**config.mk**
```make
export PLATFORM = sky130hd
export DESIGN_NAME = mapreduce_reducer
export DESIGN_NICKNAME = d
export VERILOG_FILES = /design/src/rtl/mapreduce_pkg.sv /design/src/rtl/mapreduce_reducer.sv
export SDC_FILE = /design/constraint.sdc
export NUM_CORES = 2
export LEC_CHECK = 0
export CORE_ASPECT_RATIO = 0.75
export CORE_UTILIZATION = 59
export CTS_CLUSTER_DIAMETER = 120
export DETAILED_ROUTE_END_ITERATION = 16
export DONT_BUFFER_PORTS = 1
export PLACE_DENSITY = 0.79
export SLEW_MARGIN = 25
export SYNTH_ARGS = -nofsm -noshare
export SYNTH_HDL_FRONTEND = slang
export SYNTH_SLANG_ARGS = --single-unit
```
**constraint.sdc**
```tcl
create_clock -name clock -period 3.08 [get_ports clock]
set_clock_uncertainty 0.1 [all_clocks]
set_input_delay 0.616 -clock clock [delete_from_list [all_inputs] [get_ports clock]]
set_output_delay 0.616 -clock clock [all_outputs]
set_load 0.05 [all_outputs]
```
**src/rtl/mapreduce_pkg.sv**
```systemverilog
// Definitions shared by the MapReduce reduce and accumulate stages.
// The accumulator concatenates 32-bit reducer counters, so SUM_WIDTH lives here.
package mapreduce_pkg;

    localparam int SUM_WIDTH = 32;

    typedef enum logic {
        RUN   = 1'b0,
        DRAIN = 1'b1
    } reducer_state_e;

    function automatic int table_depth(input int key_width);
        return 1 << key_width;
    endfunction

endpackage

```
**src/rtl/mapreduce_reducer.sv**
```systemverilog
// Reduce stage: sums (key, value) records into a per-key register table,
// counts accepted records, and drains the table over a valid/ready stream.
module mapreduce_reducer #(
    parameter int KEY_WIDTH      = 4,
    parameter int VALUE_WIDTH    = 16,
    parameter int SUM_WIDTH      = mapreduce_pkg::SUM_WIDTH,
    parameter bit CLEAR_ON_DRAIN = 1'b1
) (
    input  logic                   clock,
    input  logic                   reset_n,
    input  logic                   i_res,
    input  logic                   i_valid,
    input  logic [KEY_WIDTH-1:0]   i_key,
    input  logic [VALUE_WIDTH-1:0] i_value,
    output logic                   o_ready,
    input  logic                   i_rd_start,
    output logic                   o_rd_valid,
    output logic [KEY_WIDTH-1:0]   o_rd_key,
    output logic [SUM_WIDTH-1:0]   o_rd_sum,
    output logic                   o_rd_last,
    input  logic                   i_rd_ready,
    output logic [SUM_WIDTH-1:0]   o_reduce_counter
);

    import mapreduce_pkg::*;

    localparam int DEPTH = table_depth(KEY_WIDTH);
    localparam logic [KEY_WIDTH-1:0] LAST_KEY = '1;

    reducer_state_e                 state_reg, state_next;
    logic                           drain_pending_reg, drain_pending_next;
    logic [KEY_WIDTH-1:0]           index_reg, index_next;
    logic [SUM_WIDTH-1:0]           counter_reg, counter_next;
    logic [DEPTH-1:0][SUM_WIDTH-1:0] sum_reg;
    logic [DEPTH-1:0][SUM_WIDTH-1:0] sum_next;

    logic                 accept;
    logic                 drain_hs;
    logic [SUM_WIDTH-1:0] value_ext;

    // A drain request blocks intake in the same cycle so no record slips in
    // between the request and the first drained entry.
    assign o_ready = reset_n && (state_reg == RUN) && !i_res
                     && !drain_pending_reg && !i_rd_start;
    assign accept    = i_valid && o_ready;
    assign value_ext = SUM_WIDTH'(i_value);

    // Drain outputs come only from registers, never from i_rd_ready.
    assign o_rd_valid       = (state_reg == DRAIN);
    assign o_rd_key         = index_reg;
    assign o_rd_sum         = sum_reg[index_reg];
    assign o_rd_last        = o_rd_valid && (index_reg == LAST_KEY);
    assign drain_hs         = o_rd_valid && i_rd_ready;
    assign o_reduce_counter = counter_reg;

    always_comb begin
        state_next         = state_reg;
        drain_pending_next = drain_pending_reg;
        index_next         = index_reg;
        if (i_res) begin
            state_next         = RUN;
            drain_pending_next = 1'b0;
            index_next         = '0;
        end else begin
            case (state_reg)
                RUN: begin
                    if (i_rd_start) begin
                        state_next         = DRAIN;
                        drain_pending_next = 1'b1;
                        index_next         = '0;
                    end
                end
                DRAIN: begin
                    if (drain_hs) begin
                        if (index_reg == LAST_KEY) begin
                            state_next         = RUN;
                            drain_pending_next = 1'b0;
                            index_next         = '0;
                        end else begin
                            index_next = index_reg + KEY_WIDTH'(1);
                        end
                    end
                end
                default: begin
                    state_next         = RUN;
                    drain_pending_next = 1'b0;
                    index_next         = '0;
                end
            endcase
        end
    end

    always_comb begin
        counter_next = counter_reg;
        if (i_res) begin
            counter_next = '0;
        end else if (accept) begin
            counter_next = counter_reg + SUM_WIDTH'(1);
        end
    end

    // Accept and drain handshake never coincide: accept needs RUN, drain needs DRAIN.
    genvar gi;
    generate
        for (gi = 0; gi < DEPTH; gi++) begin : g_entry
            localparam logic [KEY_WIDTH-1:0] ENTRY_KEY = KEY_WIDTH'(gi);
            logic [SUM_WIDTH-1:0] entry_next;

            always_comb begin
                entry_next = sum_reg[gi];
                if (i_res) begin
                    entry_next = '0;
                end else if (accept && (i_key == ENTRY_KEY)) begin
                    entry_next = sum_reg[gi] + value_ext;
                end else if (CLEAR_ON_DRAIN && drain_hs && (index_reg == ENTRY_KEY)) begin
                    entry_next = '0;
                end
            end

            assign sum_next[gi] = entry_next;
        end
    endgenerate

    always_ff @(posedge clock or negedge reset_n) begin
        if (!reset_n) begin
            state_reg         <= RUN;
            drain_pending_reg <= 1'b0;
            index_reg         <= '0;
            counter_reg       <= '0;
            sum_reg           <= '0;
        end else begin
            state_reg         <= state_next;
            drain_pending_reg <= drain_pending_next;
            index_reg         <= index_next;
            counter_reg       <= counter_next;
            sum_reg           <= sum_next;
        end
    end

endmodule
```
==> results_dict.tcl <==
set metrics [dict create \
    outcome "finished with violations" \
    violations "negative hold slack, max-slew violations, negative setup slack" \
    yosys.area.top_type "dfrtp_1" \
    critPathMostFrequentCell "buf_4" \
    ant_nets 0 \
    power_density_nw_per_um2 332 \
    clk_pin_slew_ns 0.06 \
    layoutNonFillerInstCount 5784 \
    grt_pass1_wl_um 220000 \
    critPathBufInv 2 \
    boundaryPins 97 \
    overflow 0 \
    yosys_warnings 0 \
    htreeDepth 2 \
    wl_met2_um 56000 \
    dp_cells 5631 \
    hold_class "in -> async" \
    seq_area_frac_synth_pct 33.5 \
    syn_nets 4852 \
    cts_tree "built" \
    clk_latency_ns 0.67 \
    synth_flop_cell "dfrtp_1" \
    ys_seq_elements 550 \
    worst_slack_ns -0.941 \
    top_layer "met5" \
    worst_hold_slack_ns -0.424 \
    synthCells 4549 \
    post-route-period-util_pct 131 \
    path_max_fanout 554 \
    cp_slowest_stage_delay_ns 0.86 \
    drive_gt1_share_pct 17.1 \
    p_leak_nw 21.0 \
    met3WireLength_um 23900 \
    die_height_um 231 \
    drc_errors 0 \
    setup_viol 567 \
    wl_met1_um 59200 \
    portBuffers 0 \
    dp_hpwl_um 105000 \
    syn_area_per_cell_um2 9.04 \
    rsz0062_at_grt "true" \
    syn_area_um2 41100 \
    slew_violations 369 \
    ys_types 94 \
    via_count 40700 \
    grt_max_degree 555 \
    clock.fmax_ghz 0.249 \
    antenna_found_initial 5 \
    nFillCells 5119 \
    core_um2 68600 \
    reg2reg_slack_ns -0.02 \
    relSlewSlack_pct -86.2 \
    place_worst_setup_slack_ns -0.289 \
    synthTopCellsByArea "dfrtp_1 (33%), mux4_2 (8.8%), ha_1 (7.9%)" \
    maxCapViolations 0 \
    worst_pin_slew_ns 2.79 \
    worstSetupPathType "in -> reg" \
    yosys-top-cells-count "dfrtp_1 (550), nand2_1 (453), o21ai_0 (402)" \
    dieArea_um2 70700 \
    synthToLayoutAreaGrowth_pct 16.2 \
    peakVddDrop_uv 424 \
    drt-initial-drc-count 5962 \
    endpoint_kind "flip-flop" \
    drt_pass1_iterations 8 \
    grt_usage_pct 40.2 \
    largest_reg_flops 512 \
    grt_pass1_vias 36700 \
    ys_async_sr_fraction_pct 100 \
    clkSinkCount 550 \
    fin_crit_ns 4.02 \
    required_ns 3.51 \
    initial_core_util_pct 59.9 \
    critical-path-top-delay-family "simple AND/OR/NAND/NOR gates" \
    hold_viol 217 \
    gp_congestion 1.01 \
    cts_inserted_buffers 60 \
    worstPathArrival_ns 4.45 \
    wl_um 146000 \
    die_x_um 307 \
    rows 83 \
    wl_per_cell_um 25.3 \
    synth-edff-count 0 \
    synth_most_common_cell "dfrtp_1" \
    via_per_inst 7.04 \
    yosys.area.top_type_share_pct 33.5 \
    cp-start-kind "primary input" \
    slowest_stage "and3_1" \
    fin_tns_setup_ns -220.12 \
    cp_cell_sequence "and3_1 -> buf_4 -> nand3_2 -> or2_1 -> buf_4 -> a21oi_1 -> o21ai_1 -> o21ai_0" \
    cts_root_buf "clkbuf_16" \
    nets 5103 \
    clockBufferDepth 3 \
    postCtsHoldBufs 1 \
]
logic make-up after synthesis:
logic type | after synthesis | share of synthesized area (%)
AO/OA/AOI/OAI | 1510 | 23.0
buffers and inverters | 350 | 3.28
adder cells (fa/ha/maj) | 277 | 8.72
AND/OR/NAND/NOR | 1477 | 17.9
flip-flops | 550 | 33.5
multiplexers | 162 | 8.82
XOR/XNOR | 223 | 4.75
path summary, 6_finish.rpt:
check                              from  depth (start not counted)            to
max in group asynchronous       reset_n                          0   o_rd_key[2]
min reg2reg                sum_reg[223]                          1  sum_reg[223]
min in group clock                i_res                          2   o_rd_key[3]
max reg2reg                 sum_reg[64]                         15   sum_reg[80]
min                             reset_n                          0  sum_reg[100]
max                             reset_n                          8  sum_reg[497]
placed cells by master, fill, tap and decap left out, types with 68 or more instances in the layout:
cell / instances
nor3_1: 68
o21ai_1: 184
buf_4: 359
o21ai_0: 394
xnor2_1: 95
nand2_1: 451
inv_1: 123
a21o_1: 96
nand4_1: 90
ha_1: 254
a31oi_1: 102
mux4_2: 160
a21oi_1: 252
and3_1: 79
xor2_1: 128
dfrtp_1: 546
nand3_1: 294
nor2_1: 200
metrics by stage:
step | util, % | power [mW] | hold WS (ns) | area (µm²)
after CTS | 68.6 | 15.8 | -0.439 | 47100
after global routing | 69.6 | 16.2 | -0.427 | 47800
final | 69.6 | 15.9 | -0.424 | 47800
after floorplan | - | 8.18 | 0.220 | 41300
after global placement | 65.3 | 8.48 | 0.255 | 44800
after detailed placement | 65.3 | 8.52 | 0.259 | 44800
what timing repair did:
item	CTS	global route
setup endpoints to repair	44	166
pin swaps	3	37
endpoints found under the hold margin	587	550
gates cloned	4	2
resized for setup	12	105
buffers inserted	6	30
metal layers:
| layer | track usage, % | vias up |
|---|---|---|
| li1 | - | 17800 |
| met1 | 58.8 | 19600 |
| met2 | 51.7 | 2863 |
| met3 | 16.2 | 433 |
| met4 | 17.3 | 6 |
| met5 | 0 | - |
layout make-up:
class / instances / area (µm²) / area share, %
multi-input cells: 3651 / 26700 / 55.8
flip-flops and latches: 550 / 13800 / 28.8
repair buffers: 412 / 3760 / 7.88
clock buffers: 95 / 1800 / 3.77
well taps: 935 / 1170 / 2.45
inverters: 125 / 473 / 0.990
clock inverters: 14 / 121 / 0.254
diodes: 2 / 5.00 / 0.0105
power by group:
part / internal (mW) / switching (mW)
clock: 4.07 / 3.29
sequential: 7.24 / 0.0191
combinational: 0.517 / 0.735
worst reg2reg max path, stage by stage (launching register included):
cell	delay (ns)
dfrtp_1	0.37
buf_6	0.11
ha_4	0.12
inv_2	0.04
fa_2	0.41
nor2b_2	0.14
o211ai_1	0.14
a211oi_2	0.33
and4bb_4	0.26
o41ai_4	0.24
buf_4	0.20
buf_8	0.14
buf_6	0.11
nor2_2	0.03
o21ai_1	0.17
nand2_1	0.07
Note: power is estimated with default switching activity, not from simulation.
